==> src/rtl/td4_pkg.sv <==
`default_nettype none
// ============================================================================
//  Module      : td4_pkg
//  Description : Shared constants and types for the td4 instruction-memory
//                loader and its register file.
//                  TD4_IP_W          width of the core instruction pointer
//                  TD4_OP_W          width of one instruction byte
//                  TD4_MEM_DEPTH     number of program words
//                  td4_imem_state_t  loader control states
//  Revision    : 1.0  initial release
// ============================================================================
package td4_pkg;

    localparam int TD4_IP_W      = 4;
    localparam int TD4_OP_W      = 8;
    localparam int TD4_MEM_DEPTH = 16;

    // IDLE : core held in reset, memory frozen
    // LOAD : accepting program bytes, core held in reset
    // RUN  : core released, memory frozen
    typedef enum logic [1:0] {
        IDLE = 2'd0,
        LOAD = 2'd1,
        RUN  = 2'd2
    } td4_imem_state_t;

endpackage : td4_pkg
`default_nettype wire

==> src/rtl/td4_imem.sv <==
`default_nettype none
// ============================================================================
//  Module      : td4_imem
//  Description : Small register-file program memory for td4_core.
//                One synchronous write port, one combinational read port.
//                All words clear to zero while rst_n is low.
//  Ports       :
//    clk    in   system clock
//    rst_n  in   asynchronous active-low clear of every word
//    we     in   write enable
//    waddr  in   write address
//    wdata  in   write data
//    raddr  in   read address
//    rdata  out  word at raddr, zero-latency
//  Revision    : 1.0  initial release
// ============================================================================
module td4_imem
    import td4_pkg::*;
#(
    parameter int DEPTH  = TD4_MEM_DEPTH,
    parameter int ADDR_W = TD4_IP_W,
    parameter int DATA_W = TD4_OP_W
) (
    input  logic              clk,
    input  logic              rst_n,
    input  logic              we,
    input  logic [ADDR_W-1:0] waddr,
    input  logic [DATA_W-1:0] wdata,
    input  logic [ADDR_W-1:0] raddr,
    output logic [DATA_W-1:0] rdata
);

    logic [DATA_W-1:0] r_mem [DEPTH];

    // Clear is asynchronous so a reset in the middle of a load throws the
    // partial image away at once rather than on the next edge.
    always_ff @(posedge clk or negedge rst_n) begin
        if (!rst_n) begin
            for (int i = 0; i < DEPTH; i++) begin
                r_mem[i] <= '0;
            end
        end else if (we) begin
            r_mem[waddr] <= wdata;
        end
    end

    // The core fetches and executes in the same cycle, so the read path
    // must not be registered.
    assign rdata = r_mem[raddr];

endmodule : td4_imem
`default_nettype wire

==> src/rtl/td4_imem_loader.sv <==
`default_nettype none
// ============================================================================
//  Module      : td4_imem_loader
//  Description : Instruction-memory responder for the td4_core fetch port.
//                Serves op = mem[ip] combinationally, and reloads the 16-byte
//                program from a byte-wide valid/ready stream while holding
//                the core in reset. The core is released when loading ends
//                (AUTO_RUN=1) or on an explicit run_start request.
//  Parameters  :
//    AUTO_RUN    1: enter RUN after the 16th byte, 0: return to IDLE
//  Ports       :
//    clk         in   system clock
//    rst_n       in   asynchronous active-low reset
//    ip          in   core instruction pointer
//    op          out  instruction at mem[ip], combinational
//    core_rst_n  out  active-low core reset, registered, high only in RUN
//    ld_start    in   start or restart a load (single-cycle)
//    run_start   in   release the core without loading (single-cycle)
//    ld_valid    in   load byte valid
//    ld_data     in   load byte
//    ld_ready    out  a byte is accepted this cycle when ld_valid is high
//    ld_done     out  one-cycle pulse after the last byte is accepted
//    busy        out  high while loading
//  Revision    : 1.0  initial release
// ============================================================================
module td4_imem_loader
    import td4_pkg::*;
#(
    parameter bit AUTO_RUN = 1'b1
) (
    input  logic                clk,
    input  logic                rst_n,
    input  logic [TD4_IP_W-1:0] ip,
    output logic [TD4_OP_W-1:0] op,
    output logic                core_rst_n,
    input  logic                ld_start,
    input  logic                run_start,
    input  logic                ld_valid,
    input  logic [TD4_OP_W-1:0] ld_data,
    output logic                ld_ready,
    output logic                ld_done,
    output logic                busy
);

    localparam logic [TD4_IP_W-1:0] c_last_addr = TD4_IP_W'(TD4_MEM_DEPTH - 1);

    td4_imem_state_t     r_state;
    td4_imem_state_t     w_state_nxt;
    logic [TD4_IP_W-1:0] r_wa;
    logic [TD4_IP_W-1:0] w_wa_nxt;
    logic                w_we;
    logic                w_done;
    logic                r_core_rst_n;
    logic                r_ld_ready;
    logic                r_busy;
    logic                r_ld_done;

    // ------------------------------------------------------------------
    // State and write-address registers
    // ------------------------------------------------------------------
    always_ff @(posedge clk or negedge rst_n) begin
        if (!rst_n) begin
            r_state <= IDLE;
            r_wa    <= '0;
        end else begin
            r_state <= w_state_nxt;
            r_wa    <= w_wa_nxt;
        end
    end

    // ------------------------------------------------------------------
    // Next state, address counter and write strobe
    // ------------------------------------------------------------------
    always_comb begin
        w_state_nxt = r_state;
        w_wa_nxt    = r_wa;
        w_we        = 1'b0;
        w_done      = 1'b0;

        case (r_state)
            IDLE: begin
                // A load request takes priority over a run request.
                if (ld_start) begin
                    w_state_nxt = LOAD;
                    w_wa_nxt    = '0;
                end else if (run_start) begin
                    w_state_nxt = RUN;
                end
            end

            LOAD: begin
                // A restart rewinds the address and suppresses the write in
                // the same cycle; words already written are left in place.
                if (ld_start) begin
                    w_wa_nxt = '0;
                end else if (ld_valid && r_ld_ready) begin
                    w_we     = 1'b1;
                    w_wa_nxt = r_wa + 1'b1;
                    if (r_wa == c_last_addr) begin
                        w_done      = 1'b1;
                        w_state_nxt = AUTO_RUN ? RUN : IDLE;
                    end
                end
            end

            RUN: begin
                if (ld_start) begin
                    w_state_nxt = LOAD;
                    w_wa_nxt    = '0;
                end
            end

            default: begin
                w_state_nxt = IDLE;
                w_wa_nxt    = '0;
            end
        endcase
    end

    // ------------------------------------------------------------------
    // Output registers, decoded from the next state so they line up with
    // the state register after every edge.
    // ------------------------------------------------------------------
    always_ff @(posedge clk or negedge rst_n) begin
        if (!rst_n) begin
            r_core_rst_n <= 1'b0;
            r_ld_ready   <= 1'b0;
            r_busy       <= 1'b0;
            r_ld_done    <= 1'b0;
        end else begin
            r_core_rst_n <= (w_state_nxt == RUN);
            r_ld_ready   <= (w_state_nxt == LOAD);
            r_busy       <= (w_state_nxt == LOAD);
            r_ld_done    <= w_done;
        end
    end

    assign core_rst_n = r_core_rst_n;
    assign ld_ready   = r_ld_ready;
    assign busy       = r_busy;
    assign ld_done    = r_ld_done;

    // ------------------------------------------------------------------
    // Program memory
    // ------------------------------------------------------------------
    td4_imem #(
        .DEPTH  (TD4_MEM_DEPTH),
        .ADDR_W (TD4_IP_W),
        .DATA_W (TD4_OP_W)
    ) u_imem (
        .clk   (clk),
        .rst_n (rst_n),
        .we    (w_we),
        .waddr (r_wa),
        .wdata (ld_data),
        .raddr (ip),
        .rdata (op)
    );

endmodule : td4_imem_loader
`default_nettype wire

==> config.mk <==
export PLATFORM = sky130hd
export DESIGN_NAME = td4_imem_loader
export DESIGN_NICKNAME = d
export VERILOG_FILES = /design/src/rtl/td4_pkg.sv /design/src/rtl/td4_imem.sv /design/src/rtl/td4_imem_loader.sv
export SDC_FILE = /design/constraint.sdc
export NUM_CORES = 1
export LEC_CHECK = 0
export CAP_MARGIN = 20
export CORE_MARGIN = 2
export CORE_UTILIZATION = 54
export DETAILED_ROUTE_END_ITERATION = 16
export HOLD_SLACK_MARGIN = 0.05
export PLACE_DENSITY = 0.75
export SYNTH_ARGS = -nofsm -noshare
export SYNTH_HDL_FRONTEND = slang
export SYNTH_SLANG_ARGS = --single-unit
==> constraint.sdc <==
create_clock -name clk -period 2 [get_ports clk]
set_input_delay 0.4 -clock clk [delete_from_list [all_inputs] [get_ports clk]]
set_output_delay 0.4 -clock clk [all_outputs]
set_load 0.02 [all_outputs]
# Yosys cells after proc, flatten, opt, wreduce, memory -nomap -nowiden
# Index checks and enable logic that the tools add are counted.
dict set report word_totals {
  output_inout_bits 12
  inputBits 17
  register_bits 137
}
dict set report classes {
  n_reduce_logical 5
  magnitude_cmp 3
  n_mux 24
  addsub 1
  eq_ne 7
  bitwise 2
}
# cell n
set ops {}
lappend ops {{bitwise mux 128 bit} 1}
lappend ops {{binary-select mux 8 bit (select 4 bit)} 1}
lappend ops {{demux 8 bit (select 4 bit)} 1}
lappend ops {{two-way mux 8 bit} 3}
lappend ops {{two-way mux 2 bit} 6}
lappend ops {{two-way mux 4 bit} 3}
lappend ops {{greater-or-equal comparator 5 bit (second input constant)} 2}
lappend ops {{NOT 4 -> 5 bit} 2}
lappend ops {{case mux 4 bit (2 select lines)} 1}
lappend ops {{two-way mux 1 bit} 7}
lappend ops {{case mux 2 bit (3 select lines)} 1}
lappend ops {{< comparator 5 x 1 -> 1 bit (second input constant)} 1}
lappend ops {{adder 4 x 1 -> 4 bit (second input constant)} 1}
lappend ops {{equality test 2 x 1 -> 1 bit (second input constant)} 2}
lappend ops {{equality test 2 bit (second input constant)} 2}
lappend ops {{equality test 4 bit (second input constant)} 1}
lappend ops {{inequality test 3 bit (second input constant)} 1}
lappend ops {{logical AND 1 bit} 2}
lappend ops {{zero test 2 bit} 1}
lappend ops {{inequality test 2 x 1 -> 1 bit (second input constant)} 1}
lappend ops {{AND reduction 2 bit} 1}
lappend ops {{OR reduction 2 bit} 1}

# Logic depth before layout (Yosys ltp)
dict set report logic_depth {
  word_depth 6
  mapped_depth 5
  mapped_depth_nobuf 5
}

# Hierarchy
# A second synthesis with hierarchy kept.
dict set report unflattened {
  hier_cells 412
  area_unflattened_um2 6393.6
}
# module cells_per_inst area_per_inst_um2 instances
set modules_own_cells {}
lappend modules_own_cells {td4_imem 365 5915.7 1}
lappend modules_own_cells {td4_imem_loader 47 478.0 1}

# Worst setup path before layout
# OpenSTA, ideal clock, no wires.
dict set report synth_timing {
  kind {input-to-output}
  startpoint {input port ip[0]}
  endpoint {output port op[1]}
  cell_stages 5
  slack_ns -0.181
  t_arrival_ns 1.781
  path_cell_list {clkbuf_1 buf_2 mux4_2 a22oi_1 nand2_1}
}
dict set report synth_between {
  elab_chain_cells 4
}
# item line_no
set synth_rtl {}
lappend synth_rtl {{from (decl)} td4_imem_loader.sv:33} ;# input logic [TD4_IP_W-1:0] ip,
lappend synth_rtl {{NOT 4 -> 5 bit (implied by the code)} td4_imem.sv:49} ;# assign rdata = r_mem[raddr];
lappend synth_rtl {{binary-select mux 8 bit (select 4 bit)} td4_imem.sv:49}
lappend synth_rtl {{two-way mux 8 bit (implied by the code) (2 in series)} td4_imem.sv:49}
lappend synth_rtl {{to (decl)} td4_imem_loader.sv:34} ;# output logic [TD4_OP_W-1:0] op,
# No other way between the ends. The select of a mux whose other input is x is not followed.

# Worst setup path in the final report
dict set report layout_timing {
  startpoint {register u_imem.r_mem[118] in the netlist's numbering}
  endpoint {output port op[6]}
}
dict set report layout_between {
  elab_chain_cells 3
}
# item line_no
set layout_rtl {}
lappend layout_rtl {{from (decl)} td4_imem.sv:33} ;# logic [DATA_W-1:0] r_mem [DEPTH];
lappend layout_rtl {{from (signal, indexed assignment)} td4_imem.sv:43} ;# r_mem[waddr] <= wdata;
lappend layout_rtl {{binary-select mux 8 bit (select 4 bit)} td4_imem.sv:49}
lappend layout_rtl {{two-way mux 8 bit (implied by the code) (2 in series)} td4_imem.sv:49}
# No other way between the ends. The select of a mux whose other input is x is not followed.

==> results.tsv <==
metric	value	unit
run_status	complete, but fails checks	
violations	DRC, setup timing	
cp_data_required_time	1.60	ns
tritoncts.num_buffers	17	
syn-cell-area	6420	um^2
critPathMaxFanout	2	
gr-usage-met2	0.434	
yosysWarningCount	0	
first_global_vias	4387	
maxSlewHeadroom	0.562	
route.final.wire_length	15.9	mm
cts_tree	done	
report.final.hold_viol_count	0	
mappedNetlistNets	432	
io-pin-count	29	
antenna_cells_inserted	0	
antenna_violating_nets_post_route	0	
num-nets-final	504	
grtUsageMet3	0.0852	
fillCellCount	729	
die_w	113	um
power_leakage	3.75	nW
grt-busiest-layer	met2	
global_route.usage.met1	0.377	
utilization	0.713	
setup_total_negative_slack	-0.830	ns
period_share	1.08	
drc_markers	1	
seq_area_frac_synth	0.534	
worst_setup_path_start_kind	flip-flop	
first_pass_iters	10	
final_replace_weighted_congestion	0.791	
worst-r2r-setup-slack	0.08	ns
dp_hpwl	9.52	mm
placement.cell_area	7320	um^2
cp_cell_sequence	mux4_2 -> a22oi_2 -> nand2_2 -> buf_6	
routed-via-count	3995	
synth_top_cell_area_share	0.534	
final_area	8210	um^2
cts-htree-levels	4	
hold_crit_class	primary input to async pin	
fin_skew	0.00559	ns
unrepaired_setup_endpoints_after_global_routing	true	
largest_net_degree_at_the_start_of_global_routing	49	
max-clock-path-buffers	2	
worstReg2RegStart	r_wa[0]	
drv.max_cap_violation_count	0	
global_route_wire_length_before_repair	25.8	mm
buffer_ports.inserted	28	
count_of_different_cell_masters_after_synthesis	28	
area_growth	27.8	%
floorplan.die_area	12800	um^2
r2r_cells	6	
netlist_instances	411	
syn-mean-instance-area	15.6	um^2
number_of_antenna_violations_at_the_first_check_in_global_routing	0	
global_route.usage.total	0.276	
finalCriticalPeriod	2.16	ns
worst_ep_arrival_time	1.76	ns
max_clock_freq	463	MHz
synth_top_cell_by_area	sky130_fd_sc_hd__dfrtp_1	
path_clk_slew	0.06	ns
synth.ff_latch_count	137	
worst_path_largest_cell_delay	0.48	ns
ir_worst_vdd	1200	uV
placementRows	39	
detail_route.wl_per_cell	24.9	um
cts_root_buf	sky130_fd_sc_hd__clkbuf_16	
critPathSlowestCell	sky130_fd_sc_hd__mux4_2	
final_max_slew_viol_count	0	
clock_sink_count	137	
initial_utilization	0.558	
power-per-cell-area	870	nW/um^2
total_power	7.15	mW
synth_area_leaders	sky130_fd_sc_hd__dfrtp_1 53%, sky130_fd_sc_hd__mux2_2 22%, sky130_fd_sc_hd__mux4_2 11%	
setup.worst_path.end_class	output port	
drt_iter0_markers	302	
reg2reg_capture_point	u_imem.r_mem[28]	
setup_viol_count_final	8	
critPathKind	flip-flop to output port	
core_footprint	11500	um^2
insertion_delay	0.42	ns
timing.final.ws_setup	-0.162	ns
vias_per_cell	6.25	
final.hold.worst_slack	0.458	ns
final_layout_size_suffix_gt1_frac	0.550	
globalRoute.totalOverflow	0	
transition_time_of_the_tightest_slew_check_pin	0.655	ns
chip_height	113	um
## how the worst max path moves through the flow
stage                      startpoint    end  slack [ns]  cells past startpoint
floorplan                       ip[0]  op[1]       0.006                      5
detailed placement              ip[1]  op[1]       -0.80                      7
CTS                 u_imem.r_mem[102]  op[6]       -0.15                      4
finish              u_imem.r_mem[118]  op[6]       -0.16                      4
global placement                ip[1]  op[2]       -0.80                      7
global route        u_imem.r_mem[102]  op[6]       -0.24                      4
## power breakdown
part	internal [mW]	leakage, nW	total [mW]	switching, mW
combinational	0.425	1.60	0.791	0.366
clock	2.10	0.296	3.28	1.18
sequential	2.97	1.86	3.08	0.106
total	5.50	3.75	7.15	1.65
## cell usage after synthesis
master,n
sky130_fd_sc_hd__or4_1,2
sky130_fd_sc_hd__a21oi_1,6
sky130_fd_sc_hd__dfrtp_1,137
sky130_fd_sc_hd__and2_1,1
sky130_fd_sc_hd__nor2b_1,3
sky130_fd_sc_hd__buf_2,4
sky130_fd_sc_hd__nand4_1,5
sky130_fd_sc_hd__mux2_1,4
sky130_fd_sc_hd__o21ai_0,6
sky130_fd_sc_hd__a22oi_1,18
sky130_fd_sc_hd__clkbuf_1,15
sky130_fd_sc_hd__buf_1,2
sky130_fd_sc_hd__inv_1,8
sky130_fd_sc_hd__a31oi_1,2
sky130_fd_sc_hd__nand4b_4,1
sky130_fd_sc_hd__nor2_1,3
sky130_fd_sc_hd__nand2b_1,4
sky130_fd_sc_hd__nor4_4,11
sky130_fd_sc_hd__buf_6,1
sky130_fd_sc_hd__nand2_1,13
sky130_fd_sc_hd__mux4_2,32
sky130_fd_sc_hd__clkinv_1,1
sky130_fd_sc_hd__buf_4,1
sky130_fd_sc_hd__nor3_2,1
sky130_fd_sc_hd__and4b_1,1
sky130_fd_sc_hd__mux2_2,124
sky130_fd_sc_hd__ha_1,4
sky130_fd_sc_hd__nand3_1,1
## registers in the layout, indices dropped and copies added, names as in the netlist
signal / cells
ld_done: 1
r_wa: 4
core_rst_n: 1
u_imem.r_mem: 128
r_state: 2
busy: 1
## cell usage in the layout (no fill, tap or decap), types with 2 or more instances in the layout
cell type	synthesis	final
sky130_fd_sc_hd__a22oi_1	18	3
sky130_fd_sc_hd__nand4_1	5	5
sky130_fd_sc_hd__a22oi_2	0	15
sky130_fd_sc_hd__a21oi_1	6	6
sky130_fd_sc_hd__clkdlybuf4s50_1	0	17
sky130_fd_sc_hd__clkinv_4	0	3
sky130_fd_sc_hd__nor2b_1	3	3
sky130_fd_sc_hd__buf_16	0	3
sky130_fd_sc_hd__buf_12	0	22
sky130_fd_sc_hd__buf_6	1	8
sky130_fd_sc_hd__dfrtp_1	137	137
sky130_fd_sc_hd__or4_1	2	2
sky130_fd_sc_hd__clkbuf_16	0	17
sky130_fd_sc_hd__nor2_1	3	3
sky130_fd_sc_hd__nor4_4	11	11
sky130_fd_sc_hd__bufinv_16	0	3
sky130_fd_sc_hd__clkbuf_1	15	2
sky130_fd_sc_hd__inv_1	8	8
sky130_fd_sc_hd__mux2_1	4	4
sky130_fd_sc_hd__ha_1	4	4
sky130_fd_sc_hd__buf_4	1	22
sky130_fd_sc_hd__nand2b_1	4	4
sky130_fd_sc_hd__mux2_2	124	124
sky130_fd_sc_hd__mux4_2	32	32
sky130_fd_sc_hd__o21ai_0	6	6
sky130_fd_sc_hd__clkbuf_8	0	4
sky130_fd_sc_hd__a31oi_1	2	2
sky130_fd_sc_hd__nand2_1	13	12
sky130_fd_sc_hd__clkinvlp_4	0	3
## timing repair
item / CTS / global route
hold buffers: 1 / 0
setup buffers: 3 / 2
resized for setup: 65 / 7
endpoints found under the hold margin: 36 / 0
cloned: 4 / 0
pin swaps: 14 / 3
endpoints found under the setup margin: 8 / 8
## metal layers
| layer | vias up | wire length (um) | part of all wire |
|---|---|---|---|
| met2 | 99 | 7890 | 0.50 |
| met3 | 20 | 843 | 0.053 |
| met4 | 0 | 267 | 0.017 |
| li1 | 1710 | - | - |
| met5 | - | 0 | 0 |
| met1 | 2166 | 6890 | 0.43 |
## area by class of cell
class	count	area (um^2)	area share
inverter	9	33.8	0.00411
multi-input combinational	242	2940	0.358
clock buffer	23	488	0.0594
tap	143	179	0.0218
sequential	137	3430	0.417
clock inverter	9	139	0.0169
timing repair buffer	76	1010	0.123
## cells by family after synthesis
logic type,synth area share
AOI/OAI and AO/OA,0.0323
adders and majority gates,0.00779
buffers and inverters,0.0212
DFF,0.534
muxes,0.337
and+or+nand+nor,0.0684
## critical path: cells and delay by family (launching register included)
kind / cells / cell delay, ns
flops: 1 / 0.38
compound gates: 1 / 0.23
buf+inv: 1 / 0.14
mux: 1 / 0.48
simple gates: 1 / 0.10
## stage by stage
step	instances	setup WS (ns)
2_1_floorplan	411	0.00556
3_3_place_gp	597	-0.798
3_5_place_dp	597	-0.799
4_1_cts	637	-0.148
5_1_grt	639	-0.236
6_report	639	-0.162
Note: power is estimated with default switching activity, not from simulation.
==> variant (config.mk and constraints unchanged) <==
The 3 states of `td4_imem_state_t` get a one-hot encoding in 3 bits.
--- a/src/rtl/td4_pkg.sv
+++ b/src/rtl/td4_pkg.sv
@@ -18,10 +18,10 @@
     // IDLE : core held in reset, memory frozen
     // LOAD : accepting program bytes, core held in reset
     // RUN  : core released, memory frozen
-    typedef enum logic [1:0] {
-        IDLE = 2'd0,
-        LOAD = 2'd1,
-        RUN  = 2'd2
+    typedef enum logic [2:0] {
+        IDLE = 3'b001,
+        LOAD = 3'b010,
+        RUN  = 3'b100
     } td4_imem_state_t;
 
 endpackage : td4_pkg
Behaviour: same outputs for any inputs over 4 cycles, from zero or initial values and one cycle with rst_n low; so few cycles prove little.
==> variant against the unedited design <==
  * The run still ends with DRC, setup timing left
  * Largest cell class unchanged
  * Final area is 2.0% lower
  * Critical path type unchanged
  * Count of clock-buffer cells in the layout down 3
  * Sequential cell count grew 1
  * Clock power down 6.7%
  * Combinational power up 59%
  * Final cell count decreased by 1.3%
  * Routed wire length is 5.9% lower
  * Total power increased by 7.2%
  * Area after synthesis grew 0.23%
  * Setup slack improved by 32 ps
==> variant: results (changes against the unedited design) <==
Logic synthesis
  – Mux contribution to synthesized area: 33.8% (+0.096 points)
  – Post-Syn Instances: 409 (-0.49%)
  – Synth Area in Adders: 0.777% (-0.0018 points)
  – Yosys cell types: 38 (+36%)
  – Syn Nets: 430 (-0.46%)
  – Sequential element share of the synthesized area: 53.7% (+0.28 points)
  – Synth Area in Compound Gates: 3.34% (+0.11 points)
  – Synth top area cells: dfrtp_1 (53%), mux2_2 (23%), mux4_2 (11%)

Final layout
  – Share of layout cells above drive strength 1: 57.6% (+2.5 points)
  – Nets: 497 (-1.4%)
  – Regs by FF count: u_imem.r_mem x128, r_wa x4, r_state x3

STA
  – Setup violators final: 9 (+1)
  – Least-Margin Pin Slew: 755 ps (+99.8 ps)
  – Setup TNS: -898 ps (-68.2 ps)
  – Final WS setup: -129 ps (+32.2 ps)
  – Clock Skew: 7.69 ps (+2.10 ps)

Run status
  – Failing checks: DRC, setup timing
  – Status: finished with violations

Detailed routing
  – DR iter-0 viols: 244 (-19%)
  – # DRC: 2 (+1)
  – DR WL/cell: 23.7 um (-4.7%)
  – Vias: 3873 (-3.1%)
  – Detailed-route vias per instance: 6.14 (-1.8%)

Placed design
  – DP Wirelength: 9000 um (-5.5%)
  – DP Cell Count: 586 (-1.8%)

Pwr
  – Worst vdd ir: 0.834 mV (-30%)
  – Leak Pwr: 3.82 nW (+1.9%)

Global route
  – All-Layer GR Usage: 25.8% (-1.8 points)
  – Number of global-route vias before repair: 4089 (-6.8%)

Clock network
  – # resized after CTS: 63 (-3.1%)

Setup path
  – Worst path arrival time: 1730 ps (-30 ps)
  – Max incr delay on CP: 540 ps (+60 ps)
## variant: changes by cell type after synthesis, moves of 3 or more
cell,change
nand4_4,+3
nor4_4,-11
nand2b_1,-4
mux2_1,-4
inv_1,-5
buf_2,+3
nand3_2,+7
o21ai_0,-3
nand2_1,-4
nor2b_1,+3
mux2_2,+5
nand4_1,-4
nand3_4,+5
a21oi_1,-3
## variant: final cells by class
class | count | area, sq um
Clock buffer | 20 | 457
Clock inverter | 11 | 121
Fill cell | 736 | 3470
Inverter | 3 | 11.3
Multi-Input combinational cell | 241 | 2950
Sequential cell | 138 | 3450
Tap cell | 143 | 179
Timing Repair Buffer | 75 | 882
## variant: routing by layer
metal | vias up | GRT usage (%) | share of wire, %
met5 | - | 0 | 0
met4 | 0 | 9.27 | 2.3
met3 | 24 | 7.77 | 4.6
met2 | 79 | 39.2 | 48
met1 | 2079 | 35.9 | 45
li1 | 1691 | - | -
## variant: cell families (layout without fill, tap and decap cells)
group,count (synthesis),in the layout
simple gates,46,46
compound gates,30,30
flops,138,138
fa+ha+maj,4,4
buf+inv,30,109
mux,161,161
## variant: worst paths after layout
| check | start | endpoint | slack (ps) | cells past startpoint |
|---|---|---|---|---|
| max | u_imem.r_mem[1] | op[1] | -130 | 4 |
| min | rst_n | core_rst_n | 420 | 2 |
| max reg2reg | r_state[2] | u_imem.r_mem[29] | -20 | 6 |
| min reg2reg | u_imem.r_mem[106] | u_imem.r_mem[106] | 500 | 1 |
| max in group asynchronous | rst_n | u_imem.r_mem[103] | 940 | 3 |
| min in group clk | u_imem.r_mem[106] | u_imem.r_mem[106] | 500 | 1 |
## variant: report_power, final
part / switching, W / internal (W)
sequential: 0.000178 / 0.00316
clock: 0.00118 / 0.00189
combinational: 0.000558 / 0.000699
total: 0.00191 / 0.00575
